===== config.mk =====
export PLATFORM = sky130hd
export DESIGN_NAME = square_mover
export DESIGN_NICKNAME = d
export VERILOG_FILES = /design/src/rtl/square_mover.sv
export SDC_FILE = /design/constraint.sdc
export NUM_CORES = 1
export LEC_CHECK = 0
export ABC_AREA = 0
export CAP_MARGIN = 20
export CORE_MARGIN = 2
export CORE_UTILIZATION = 40
export DETAILED_ROUTE_END_ITERATION = 10
export PLACE_DENSITY_LB_ADDON = 0.1
export SYNTH_ARGS = -nofsm -noshare
export SYNTH_HDL_FRONTEND = slang
export SYNTH_SLANG_ARGS = --single-unit

===== constraint.sdc =====
create_clock -name clk_i -period 4.2 [get_ports clk_i]
set_input_delay 0.84 -clock clk_i [delete_from_list [all_inputs] [get_ports clk_i]]
set_output_delay 0.84 -clock clk_i [all_outputs]
set_load 0.01 [all_outputs]

===== src/rtl/square_mover.sv =====
// Position sequencer in front of the square drawer: on each frame tick it
// moves the square by erasing it at the old origin and repainting at the new one.
module square_mover #(
  parameter int SIZE   = 10,
  parameter int X_MAX  = 640,
  parameter int Y_MAX  = 480,
  parameter int STEP   = 1,
  parameter int X_INIT = 20,
  parameter int Y_INIT = 20
) (
  input  logic        clk_i,
  input  logic        reset_i,
  input  logic        tick_i,
  input  logic        left_i,
  input  logic        right_i,
  input  logic        up_i,
  input  logic        down_i,
  input  logic        draw_done_i,
  output logic        draw_start_o,
  output logic        draw_setColor_o,
  output logic [10:0] draw_x0_o,
  output logic [10:0] draw_y0_o,
  output logic [10:0] pos_x_o,
  output logic [10:0] pos_y_o,
  output logic        busy_o
);

  typedef enum logic [2:0] {
    S_BOOT,
    S_ERASE_REQ,
    S_ERASE_REL,
    S_DRAW_REQ,
    S_DRAW_REL,
    S_IDLE
  } state_e;

  localparam logic [10:0] X_LIM  = 11'(X_MAX - 1 - SIZE);
  localparam logic [10:0] Y_LIM  = 11'(Y_MAX - 1 - SIZE);
  localparam logic [10:0] STEP_W = 11'(STEP);
  localparam logic [10:0] X_RST  = 11'(X_INIT);
  localparam logic [10:0] Y_RST  = 11'(Y_INIT);

  state_e      state_q;
  logic [10:0] pos_x_q, pos_y_q;
  logic [10:0] next_x_q, next_y_q;
  logic [10:0] next_x_d, next_y_d;
  logic [10:0] sum_x, sum_y;
  logic        moved;

  // Clamped candidate position; opposing requests cancel on each axis.
  always_comb begin
    sum_x    = pos_x_q + STEP_W;
    sum_y    = pos_y_q + STEP_W;
    next_x_d = pos_x_q;
    next_y_d = pos_y_q;
    if (right_i && !left_i)
      next_x_d = (sum_x > X_LIM) ? X_LIM : sum_x;
    else if (left_i && !right_i)
      next_x_d = (pos_x_q < STEP_W) ? 11'd0 : pos_x_q - STEP_W;
    if (down_i && !up_i)
      next_y_d = (sum_y > Y_LIM) ? Y_LIM : sum_y;
    else if (up_i && !down_i)
      next_y_d = (pos_y_q < STEP_W) ? 11'd0 : pos_y_q - STEP_W;
    moved = (next_x_d != pos_x_q) || (next_y_d != pos_y_q);
  end

  always_ff @(posedge clk_i or posedge reset_i) begin
    if (reset_i) begin
      state_q  <= S_BOOT;
      pos_x_q  <= X_RST;
      pos_y_q  <= Y_RST;
      next_x_q <= X_RST;
      next_y_q <= Y_RST;
    end else begin
      case (state_q)
        S_BOOT:      state_q <= S_DRAW_REQ;
        S_DRAW_REQ:  if (draw_done_i) state_q <= S_DRAW_REL;
        S_DRAW_REL:  if (!draw_done_i) state_q <= S_IDLE;
        S_IDLE: begin
          if (tick_i && moved) begin
            next_x_q <= next_x_d;
            next_y_q <= next_y_d;
            state_q  <= S_ERASE_REQ;
          end
        end
        S_ERASE_REQ: if (draw_done_i) state_q <= S_ERASE_REL;
        // The origin moves only once the erase handshake has fully closed.
        S_ERASE_REL: begin
          if (!draw_done_i) begin
            pos_x_q <= next_x_q;
            pos_y_q <= next_y_q;
            state_q <= S_DRAW_REQ;
          end
        end
        default:     state_q <= S_BOOT;
      endcase
    end
  end

  assign draw_start_o    = (state_q == S_ERASE_REQ) || (state_q == S_DRAW_REQ);
  assign draw_setColor_o = !((state_q == S_ERASE_REQ) || (state_q == S_ERASE_REL));
  assign busy_o          = (state_q != S_IDLE);
  assign draw_x0_o       = pos_x_q;
  assign draw_y0_o       = pos_y_q;
  assign pos_x_o         = pos_x_q;
  assign pos_y_o         = pos_y_q;

endmodule


# Word level (Yosys, flattened, before mapping)
# Cells that the tools add are included.
# Widths: inputs -> output; s select.
# totals
out_inout_bits,47
inputBits,8
regBits,47
# op_classes
eq_ne,13
n_addsub,4
n_mux,14
reduce_logical,17
magnitude_cmp,4
bitwise_logic,1
# ops
operator,n
$mux 11,8
$add 11x1->11 const B,2
$lt 11x1->1 const B,2
$ne 11x11->1,2
$sub 11x1->11 const B,2
$pmux 3 s6,1
$mux 3,5
$gt 11x10->1 const B,1
$gt 11x9->1 const B,1
$ne 2x2->1 const B,5
$eq 3x2->1 const B,2
$eq 3x3->1 const B,2
$logic_and 1x1->1,5
$logic_not 1->1,5
$reduce_and 5->1,1
$reduce_and 2->1,2
$eq 3x1->1 const B,1
$logic_not 3->1,1
$logic_or 1x1->1,3
$ne 3x3->1 const B,1
$not 1->1,1

# Depth between registers and ports, before layout
# Gate-level depths: netlist of the first run.
# logic_depth
depth_word,9
depth_mapped,13
ltp_nobuf,11

# Worst setup path after synthesis of the first run
# No wires, ideal clock.
# synth_path
kind,flip-flop to flip-flop
from,register pos_y_q[0] (netlist: draw_y0_o[0])
to,register next_x_q[0]
t_required_ns,4.075
setup_slack_ns,0.606
setup_time_ns,0.125
arrival_time_ns,3.469
stages_incl_launch_ff,14
synth_period_minus_slack_ns,3.594
path_cell_list,dfrtp_1 buf_4 inv_1 ha_1 nand2b_1 a311oi_1 o311ai_1 a31oi_2 mux2i_1 o311ai_1 a2111o_1 o21ai_4 buf_12 mux2_4
# synth_between
elab_chain_cells,8
# synth_rtl
item,line,source
from (decl),44,"logic [10:0] pos_x_q, pos_y_q;"
from (signal assigned),91,pos_y_q <= next_y_q;
"$add 11x1->11, or another cell as far along",53,sum_y = pos_y_q + STEP_W;
$gt 11x9->1 / $mux 11 (equally long branches),"61, 63",
"$mux 11, on equally long branches","61, 62",
$mux 11,60,if (down_i && !up_i)
$ne 11x11->1 (*),64,moved = (next_x_d != pos_x_q) || (next_y_d != pos_y_q);
$logic_or 1x1->1 (*),64,
$logic_and 1x1->1 (*),80,if (tick_i && moved) begin
$reduce_and 2->1 (no source line) (*),-,
to (signal assigned),81,next_x_q <= next_x_d;
to (decl),45,"logic [10:0] next_x_q, next_y_q;"
# Mark *: on every way between the ends. The rest lies on a longest branch, timed or not.
# A chain may end at the register's enable or synchronous reset.

# Worst setup path in the final report of the first run
# layout_path
from,input up_i
to,register next_x_q[7]
# layout_between
elab_chain_cells,7
# layout_rtl
item,line,source
from (decl),16,"input logic up_i,"
$logic_and 1x1->1 / $logic_not 1->1 (equally long branches),"62, 60",
$mux 11 / $logic_and 1x1->1 (equally long branches),"62, 60",
$mux 11 (*),60,
$ne 11x11->1 (*),64,
$logic_or 1x1->1 (*),64,
$logic_and 1x1->1 (*),80,
$reduce_and 2->1 (no source line) (*),-,
# Marks and branches as above.

==> impl_metrics.tcl, run 1 <==
set metrics [dict create \
    yosysSeqAreaShare_pct 26.9 \
    fin_worst_hold_slack_ps 500 \
    static-leakage-power_nw 2.06 \
    postSynthAreaPerCell_um2 8.45 \
    final_nets 573 \
    top_cell_type_s_share_of_synthesized_area_pct 22.1 \
    timing.critical_path.to_type "flop" \
    design.core.area_um2 10800 \
    wire_length_of_the_first_global_routing_pass_um 22000 \
    detail-route-antenna-nets 0 \
    route.detailed.drc 0 \
    htree_levels 2 \
    final.min_clock_period_ps 3750 \
    synthesis.area_um2 4420 \
    routed-via-count 4238 \
    finalMaxSlewViolations 0 \
    synth_compound_area_share_pct 22.1 \
    synthesis.yosys.warnings 0 \
    cts_tree "yes" \
    max_slew_margin_pct 52.2 \
    fin_worst_skew_ps 18.2 \
    setup_viol 0 \
    numCtsBuffers 5 \
    num-fill-cells 1046 \
    synth-async-reset-ratio_pct 100 \
    portBuffers 54 \
    fp-row-count 38 \
    worstPathRequired_ps 4400 \
    synthSimpleGateAreaFrac_pct 23.9 \
    grt.overflow.total 0 \
    setup.worst_path.start_class "input port" \
    floorplan.die.height_um 109 \
    boundary_pin_count 55 \
    synth-xor-area-share_pct 2.18 \
    grt_setup_unrepaired "no" \
    synthMuxAreaShare_pct 11.3 \
    grt_antenna_before_repair 0 \
    result_of_the_run "finished clean" \
    clock_sink_count 47 \
    hold_violations 0 \
    dr.pass1.iters 5 \
    timing.fmax_mhz 266 \
    reg_clk_slew_reported_paths_ps 110 \
    cp.arrival_ps 3950 \
    cts.path.max_buffers 2 \
    largest_net_degree_at_the_start_of_global_routing 48 \
    drt-initial-drc-count 297 \
    synth_largest_area_cell "dfrtp_1" \
    synth_fa_ha_area_share_pct 1.13 \
    cts-hold-fix-buffers 0 \
    power_per_unit_of_standard_cell_area_nw_per_um2 695 \
    via_per_inst 6.04 \
    clock_insertion_delay_worst_skew_ps 320 \
    ys_seq_elements 47 \
    worst-slew-pin-transition_ps 699 \
    drt-wirelength-per-cell_um 19.9 \
    layout-drive-gt1-share_pct 20.3 \
    cts.root.buffer_cell "clkbuf_8" \
    timing.final.crit_share_pct 89.4 \
    timing.setup.critical_path_class "input port to flop" \
    synth-edff-count 0 \
    antennaDiodeCount 0 \
    first_global_vias 3998 \
    main_synth_ff_type "dfrtp_1" \
    die-width_um 109 \
    syn_inst 523 \
    cts_repair_resize_count 0 \
    ys_top_cells_by_area "dfrtp_1 22%, mux2_4 5.4%, buf_4 4.9%, dfstp_2 4.8%, o21ai_0 4.3%" \
    irDropWorstVdd_mv 0.415 \
    globalplace.congestion 0.964 \
    ys_types 81 \
    grtUsageTotal_pct 23.9 \
    crit_path_max_fanout 11 \
    hold_path_class "flop to flop" \
    postCtsSetupBuffers 0 \
    synth_fp_nets 535 \
    flow.area_growth_from_synthesis_pct 16.0 \
    setup-tns-final_ps 0 \
    max-cap-violations 0 \
    wirelength_um 13900 \
    largest_family_of_logic_cells_by_synthesized_area "simple AND/OR/NAND/NOR gates" \
    dp_hpwl_um 10200 \
    fp.dieArea_um2 11900 \
    initial_core_util_pct 40.9 \
]
## logic make-up (layout without fill, tap and decap cells)
group,count (synthesis),in the layout
buf+inv,83,122
simple gates,194,194
compound gates,144,144
mux,40,40
xor+xnor,11,11
flops,47,47
fa+ha+maj,4,4
## final cells by class
type | instances | area, um^2 | share of cell area, %
multi-input combinational | 393 | 2690 | 52.4
sequential | 47 | 1190 | 23.2
timing repair buffer | 96 | 893 | 17.4
tap | 140 | 175 | 3.42
clock buffer | 5 | 68.8 | 1.34
inverter | 18 | 67.6 | 1.32
clock inverter | 3 | 46.3 | 0.904
## registers in the layout (all words and copies together), names as in the netlist
name,cells
next_x_q,11
draw_x0_o,11
state_q,3
next_y_q,11
draw_y0_o,11
## worst paths after layout
path	startpoint	end	slack, ps	cells after the start
max	up_i	next_x_q[7]$_DFFE_PP0P_	450	11
min	next_y_q[4]$_DFFE_PP1P_	draw_y0_o[4]$_DFFE_PP1P_	500	2
max reg2reg	draw_y0_o[1]$_DFFE_PP0P_	next_x_q[7]$_DFFE_PP0P_	490	12
min reg2reg	next_y_q[4]$_DFFE_PP1P_	draw_y0_o[4]$_DFFE_PP1P_	500	2
max in group asynchronous	reset_i	draw_x0_o[2]$_DFFE_PP1P_	2840	3
min in group asynchronous	reset_i	draw_y0_o[9]$_DFFE_PP0P_	770	2
## power by group
group	leakage (nW)	internal, mW	switching [mW]
sequential	0.577	0.661	0.238
combinational	1.43	1.06	1.23
clock	0.0548	0.180	0.196
## stage by stage
stage,util [%],setup slack (ps),std cells,cell area [um^2],power [mW]
6_report,47.5,446,702,5120,3.56
5_1_grt,47.5,251,702,5120,3.81
4_1_cts,47.3,449,701,5100,3.56
3_5_place_dp,46.2,104,693,4990,3.17
3_3_place_gp,46.2,174,693,4990,3.16
2_1_floorplan,-,606,523,4420,2.43
## cells in the mapped netlist, types with 8 or more instances
library cell	instances
clkbuf_1	14
o211ai_1	9
nor2_1	37
o22ai_1	9
buf_4	29
a21oi_1	25
mux2_2	14
nand2b_1	8
nand3_1	19
dfrtp_1	39
nand2_1	44
mux2_4	16
o21ai_0	38
nand4_1	10
nor3_1	15
inv_1	18
buf_2	9
dfstp_2	8
mux2i_1	8
## cell usage in the layout (no fill, tap or decap), types with 9 or more instances in the layout
cell type	instances
a21oi_1	25
buf_4	39
clkdlybuf4s50_1	54
dfrtp_1	39
inv_1	17
mux2_2	14
mux2_4	16
nand2_1	44
nand3_1	19
nand4_1	10
nor2_1	37
nor3_1	15
o211ai_1	9
o21ai_0	38
o22ai_1	9
## critical path: stages
cell and delay, ps:
clkdlybuf4s50_1 640, nand2b_1 230, nor4_1 80, a211o_2 280
a311o_1 330, nor4_2 240, nand4_1 130, a2111o_1 460
o21ai_4 210, buf_12 180, mux2_1 330
## layer usage
layer / vias up / global-route usage, % / share of wire (%) / wire (um)
li1: 1972 / - / - / -
met1: 2028 / 29.9 / 41 / 5650
met2: 188 / 39.1 / 49 / 6790
met3: 50 / 3.17 / 4.9 / 688
met4: 0 / 14.5 / 5.9 / 817
met5: - / 0 / 0 / 0
No activity file was read; power rests on OpenSTA's default activity.
==> inputs of run 2 (changes only) <==
- RECOVER_POWER: default -> 50
==> run 2 against run 1 <==
Net effect:
- hold slack worse by 0.69 ps
- die area unchanged
- critical endpoint unchanged
- the flow now finishes with violations (capacitance limit, slew limit)
- final cell count unchanged
- sequential power about the same
- fmax about the same
- clock skew down 3.6 ps
- sequential share of layout area up 0.12 points
- combinational power about the same
- flip-flop and latch count unchanged
==> impl_metrics.tcl, run 2 (synthesis gave the netlist of run 1 again) <==
set metrics [dict create \
    result_of_the_run "finished, violations left" \
    violations "capacitance limit, slew limit" \
    layout-drive-gt1-share_pct 19.6 \
    hold_path_class "flop to flop" \
    wirelength_um 13900 \
    setup-tns-final_ps 0 \
    grt_antenna_before_repair 0 \
    cts-hold-fix-buffers 0 \
    timing.critical_path.to_type "flop" \
    drt-initial-drc-count 330 \
    net-switching-power_mw 1.66 \
    num-fill-cells 1048 \
    timing.setup.critical_path_class "input port to flop" \
    static-leakage-power_nw 2.05 \
    finalMaxSlewViolations 66 \
    largest_net_degree_at_the_start_of_global_routing 48 \
    final.min_clock_period_ps 3760 \
    worstPathRequired_ps 4400 \
    numCtsBuffers 5 \
    setup.worst_path.start_class "input port" \
    clock_sink_count 47 \
    postCtsSetupBuffers 0 \
    crit_path_max_fanout 11 \
    max-cap-violations 2 \
    htree_levels 2 \
    timing.final.crit_share_pct 89.5 \
    portBuffers 54 \
    power_per_unit_of_standard_cell_area_nw_per_um2 697 \
    reg_clk_slew_reported_paths_ps 110 \
    share_seq_of_total_power_pct 25.3 \
    design.core.area_um2 10800 \
    flow.area_growth_from_synthesis_pct 15.4 \
    max_slew_margin_pct -26.6 \
    globalplace.congestion 0.964 \
    cp.arrival_ps 3960 \
    combPwrFrac_pct 64.2 \
    first_global_vias 3998 \
    die-width_um 109 \
    cts_tree "yes" \
    grt.overflow.total 0 \
    grtUsageTotal_pct 23.9 \
    initial_core_util_pct 40.9 \
    final_nets 573 \
    drt-wirelength-per-cell_um 19.8 \
    fin_worst_skew_ps 14.7 \
    wire_length_of_the_first_global_routing_pass_um 22000 \
    internal_pwr_total_mw 1.90 \
    grt_setup_unrepaired "no" \
    fp.dieArea_um2 11900 \
    clock_insertion_delay_worst_skew_ps 320 \
    dp_hpwl_um 10200 \
    routed-via-count 4225 \
    cts_repair_resize_count 0 \
    setup_viol 0 \
    hold_violations 0 \
    cts.root.buffer_cell "clkbuf_8" \
    report.power.total_mw 3.55 \
    cts.path.max_buffers 2 \
    boundary_pin_count 55 \
    most_common_cell_after_layout_fill_and_taps_aside "clkdlybuf4s50_1" \
    route.detailed.drc 0 \
    timing.fmax_mhz 266 \
    swShare_pct 46.6 \
    dr.pass1.iters 5 \
    worst-slew-pin-transition_ps 1900 \
    floorplan.die.height_um 109 \
    power.share.clock_pct 10.6 \
    detail-route-antenna-nets 0 \
    fp-row-count 38 \
    antennaDiodeCount 0 \
    via_per_inst 6.02 \
    most_used_cells_in_the_layout_excluding_fill_and_tap_cells "52 x clkdlybuf4s50_1, 44 x nand2_1, 39 x dfrtp_1" \
    irDropWorstVdd_mv 0.415 \
]
run 2: cell types whose count changed in the layout (fill, tap and decap cells not counted), sizes merged:
cell and change:
buf -2, clkbuf +2, clkdlybuf4s50 -2, dlygate4sd3 +2
run 2: routing by layer:
metal | routed length [um] | track usage (%) | up-vias
met3 | 758 | 3.17 | 48
li1 | - | - | 1971
met1 | 5560 | 29.9 | 2018
met4 | 809 | 14.5 | 0
met5 | 0 | 0 | -
met2 | 6760 | 39.1 | 188
run 2: power by group through the flow:
stage	sequential, mW	combinational (mW)	clock, mW
2_1_floorplan	0.835	1.60	0
3_3_place_gp	0.904	2.26	0
3_5_place_dp	0.905	2.26	0
4_1_cts	0.898	2.27	0.388
5_1_grt	0.935	2.46	0.403
6_report	0.898	2.28	0.375
run 2: cell type report:
cell class / count / area, um^2 / area share, %
clock buffers: 5 / 68.8 / 1.35
clock inverters: 3 / 46.3 / 0.908
inverters: 18 / 67.6 / 1.33
multi-input cells: 393 / 2680 / 52.6
flip-flops and latches: 47 / 1190 / 23.3
well taps: 140 / 175 / 3.44
repair buffers: 96 / 873 / 17.1
run 2: per-stage QoR:
stage / hold slack, ps / worst slack [ps] / area [um^2] / util, % / cells
finish: 500 / 443 / 5100 / 47.2 / 702
floorplan: 446 / 606 / 4420 / - / 523
CTS: 504 / 449 / 5100 / 47.3 / 701
global placement: 469 / 174 / 4990 / 46.2 / 693
detailed placement: 476 / 104 / 4990 / 46.2 / 693
global route: 526 / 251 / 5100 / 47.2 / 702
run 2: worst max-delay path, stage by stage:
cell and delay (ps):
clkdlybuf4s50_1 640, nand2b_1 230, nor4_1 90, a211o_2 280
a311o_1 330, nor4_2 250, nand4_1 130, a2111o_1 460
o21ai_4 210, buf_12 180, mux2_1 330
run 2: final timing paths:
kind / startpoint / end / slack (ps) / depth (start not counted)
hold reg to reg: next_y_q[4]$_DFFE_PP1P_ / draw_y0_o[4]$_DFFE_PP1P_ / 500 / 2
max in group asynchronous: reset_i / draw_x0_o[0]$_DFFE_PP0P_ / 1050 / 3
min in group asynchronous: reset_i / draw_y0_o[9]$_DFFE_PP0P_ / 980 / 2
hold / removal: next_y_q[4]$_DFFE_PP1P_ / draw_y0_o[4]$_DFFE_PP1P_ / 500 / 2
setup reg to reg: draw_y0_o[1]$_DFFE_PP0P_ / next_x_q[7]$_DFFE_PP0P_ / 500 / 12
setup / recovery: up_i / next_x_q[7]$_DFFE_PP0P_ / 440 / 11
==> inputs of run 3 (changes only) <==
- CELL_PAD_IN_SITES_DETAIL_PLACEMENT: default -> 0
- CELL_PAD_IN_SITES_GLOBAL_PLACEMENT: default -> 1
- REMOVE_ABC_BUFFERS: default -> 1
==> run 3 against run 2 <==
Net effect:
- the run still ends with capacitance limit, slew limit left
- sequential power about the same
- hold slack lost 6.9 ps
- flip-flop and latch count did not move
- clock skew is 7.7 ps lower
- wire length rose by 0.83%
- non-clock buffer count shrank 2
- critical path depth shrank 1
- clock power up 3%
- first-iteration DRC count down 30%
- sequential share of layout area is essentially flat
- largest power group unchanged
==> impl_metrics.tcl, run 3 (synthesis gave the netlist of run 1 again) <==
set metrics [dict create \
    swShare_pct 45.5 \
    timing.fmax_mhz 262 \
    place_inst 691 \
    postCtsSetupBuffers 0 \
    most_used_cells_in_the_layout_excluding_fill_and_tap_cells "52 x clkdlybuf4s50_1, 44 x nand2_1, 39 x dfrtp_1" \
    reg_clk_slew_reported_paths_ps 90 \
    power_per_unit_of_standard_cell_area_nw_per_um2 703 \
    internal_pwr_total_mw 1.95 \
    r2r_setup_slk_ps 380 \
    initial_core_util_pct 40.9 \
    final_nets 571 \
    dp_hpwl_um 10500 \
    die-width_um 109 \
    clock_sink_count 47 \
    crit_path_max_fanout 22 \
    power.share.clock_pct 10.8 \
    irDropWorstVdd_mv 0.397 \
    flow.area_growth_from_synthesis_pct 15.2 \
    via_per_inst 6.00 \
    dr.pass1.iters 5 \
    wirelength_um 14000 \
    cts-hold-fix-buffers 0 \
    grtUsageTotal_pct 23.9 \
    worstPathRequired_ps 4380 \
    finalMaxSlewViolations 36 \
    max_slew_margin_pct -29.4 \
    r2r_start "draw_x0_o[4]$_DFFE_PP1P_" \
    fin_worst_skew_ps 6.97 \
    hold_violations 0 \
    route.detailed.drc 0 \
    static-leakage-power_nw 2.04 \
    place_area_um2 4960 \
    grt.overflow.total 0 \
    hold_path_class "flop to flop" \
    largest_net_degree_at_the_start_of_global_routing 48 \
    num-fill-cells 1079 \
    combPwrFrac_pct 64.0 \
    violations "capacitance limit, slew limit" \
    timing.final.crit_share_pct 91.0 \
    boundary_pin_count 55 \
    portBuffers 54 \
    fp.dieArea_um2 11900 \
    crit_end "next_x_q[9]$_DFFE_PP0P_" \
    final_cells 700 \
    setup_viol 0 \
    net-switching-power_mw 1.63 \
    drt-initial-drc-count 230 \
    cts.path.max_buffers 2 \
    cts_tree "yes" \
    floorplan.die.height_um 109 \
    setup.worst_path.start_class "flop" \
    max-cap-violations 1 \
    grt_antenna_before_repair 0 \
    detail-route-antenna-nets 0 \
    reg2reg_to "next_x_q[9]$_DFFE_PP0P_" \
    result_of_the_run "finished, violations left" \
    stdcell_area_um2 5090 \
    timing.setup.critical_path_class "flop to flop" \
    share_seq_of_total_power_pct 25.1 \
    numCtsBuffers 5 \
    htree_levels 2 \
    worst-slew-pin-transition_ps 1940 \
    worst_r2r_path_depth 10 \
    first_global_vias 3947 \
    cts.root.buffer_cell "clkbuf_8" \
    final.min_clock_period_ps 3820 \
    timing.critical_path.to_type "flop" \
    globalplace.congestion 0.950 \
    worst_setup_path_startpoint "draw_x0_o[4]$_DFFE_PP1P_" \
    drt-wirelength-per-cell_um 20.0 \
    most_common_cell_after_layout_fill_and_taps_aside "clkdlybuf4s50_1" \
    antennaDiodeCount 0 \
    report.power.total_mw 3.58 \
    clock_insertion_delay_worst_skew_ps 300 \
    wire_length_of_the_first_global_routing_pass_um 21900 \
    setup-tns-final_ps 0 \
    cp.arrival_ps 4000 \
    routed-via-count 4198 \
    layout-drive-gt1-share_pct 19.3 \
    fp-row-count 38 \
    grt_setup_unrepaired "no" \
    design.core.area_um2 10800 \
]
run 3: changes by cell type in the layout (fill, tap and decap cells not counted), sizes merged:
cell | before | now
buf | 40 | 38
bufinv | 1 | 2
clkbuf | 7 | 8
clkinvlp | 1 | 0
inv | 19 | 18
run 3: worst min path at each step:
| stage | start | cells past startpoint | endpoint |
|---|---|---|---|
| floorplan | next_x_q[9]$_DFFE_PP0P_ | 2 | draw_x0_o[9]$_DFFE_PP0P_ |
| global placement | next_y_q[1]$_DFFE_PP0P_ | 2 | draw_y0_o[1]$_DFFE_PP0P_ |
| detailed placement | next_y_q[0]$_DFFE_PP0P_ | 2 | draw_y0_o[0]$_DFFE_PP0P_ |
| CTS | next_y_q[3]$_DFFE_PP0P_ | 2 | draw_y0_o[3]$_DFFE_PP0P_ |
| global route | next_y_q[3]$_DFFE_PP0P_ | 2 | draw_y0_o[3]$_DFFE_PP0P_ |
| finish | next_y_q[3]$_DFFE_PP0P_ | 2 | draw_y0_o[3]$_DFFE_PP0P_ |
run 3: power groups by stage:
stage          Clock (mW)  Sequential (mW)  Combinational [mW]
6_report            0.387            0.899                2.29
5_1_grt             0.423            0.929                2.48
4_1_cts             0.399            0.900                2.29
3_5_place_dp            0            0.907                2.28
3_3_place_gp            0            0.902                2.29
2_1_floorplan           0             1.06                1.10
run 3: worst max-delay path: stages, from the launching register on:
cell	delay (ps)
dfstp_2	530
nand4_1	300
or3_1	460
a311oi_1	550
o21ai_0	370
mux2i_1	190
a311oi_1	340
o211ai_2	190
o21ai_4	200
buf_12	220
mux2_1	330
run 3: repair_timing:
| action | 4_1_cts | 5_1_grt |
|---|---|---|
| setup endpoints to repair | 0 | 18 |
| resized for setup | 0 | 1 |
| hold endpoints to repair | 0 | 0 |
run 3: through the flow:
step / worst slack [ps] / util (%) / hold slack, ps
5_1_grt: 114 / 47.2 / 514
2_1_floorplan: 152 / - / 446
4_1_cts: 234 / 47.2 / 498
3_3_place_gp: 197 / 46.0 / 464
6_report: 380 / 47.2 / 493
3_5_place_dp: 149 / 46.0 / 475
run 3: per-layer routing:
layer	global-route usage, %	vias to the layer above	part of all wire (%)
met5	0	-	0
met4	8.70	0	3.0
met3	2.45	29	4.2
met2	41.6	156	50
met1	30.4	2038	42
li1	-	1975	-
run 3: area by class of cell:
class / instances / area [um^2] / share of cell area (%)
Multi-Input combinational cell: 393 / 2680 / 52.7
Sequential cell: 47 / 1190 / 23.3
Timing Repair Buffer: 94 / 846 / 16.6
Tap cell: 140 / 175 / 3.44
Clock buffer: 6 / 72.6 / 1.43
Inverter: 18 / 67.6 / 1.33
Clock inverter: 2 / 60.1 / 1.18
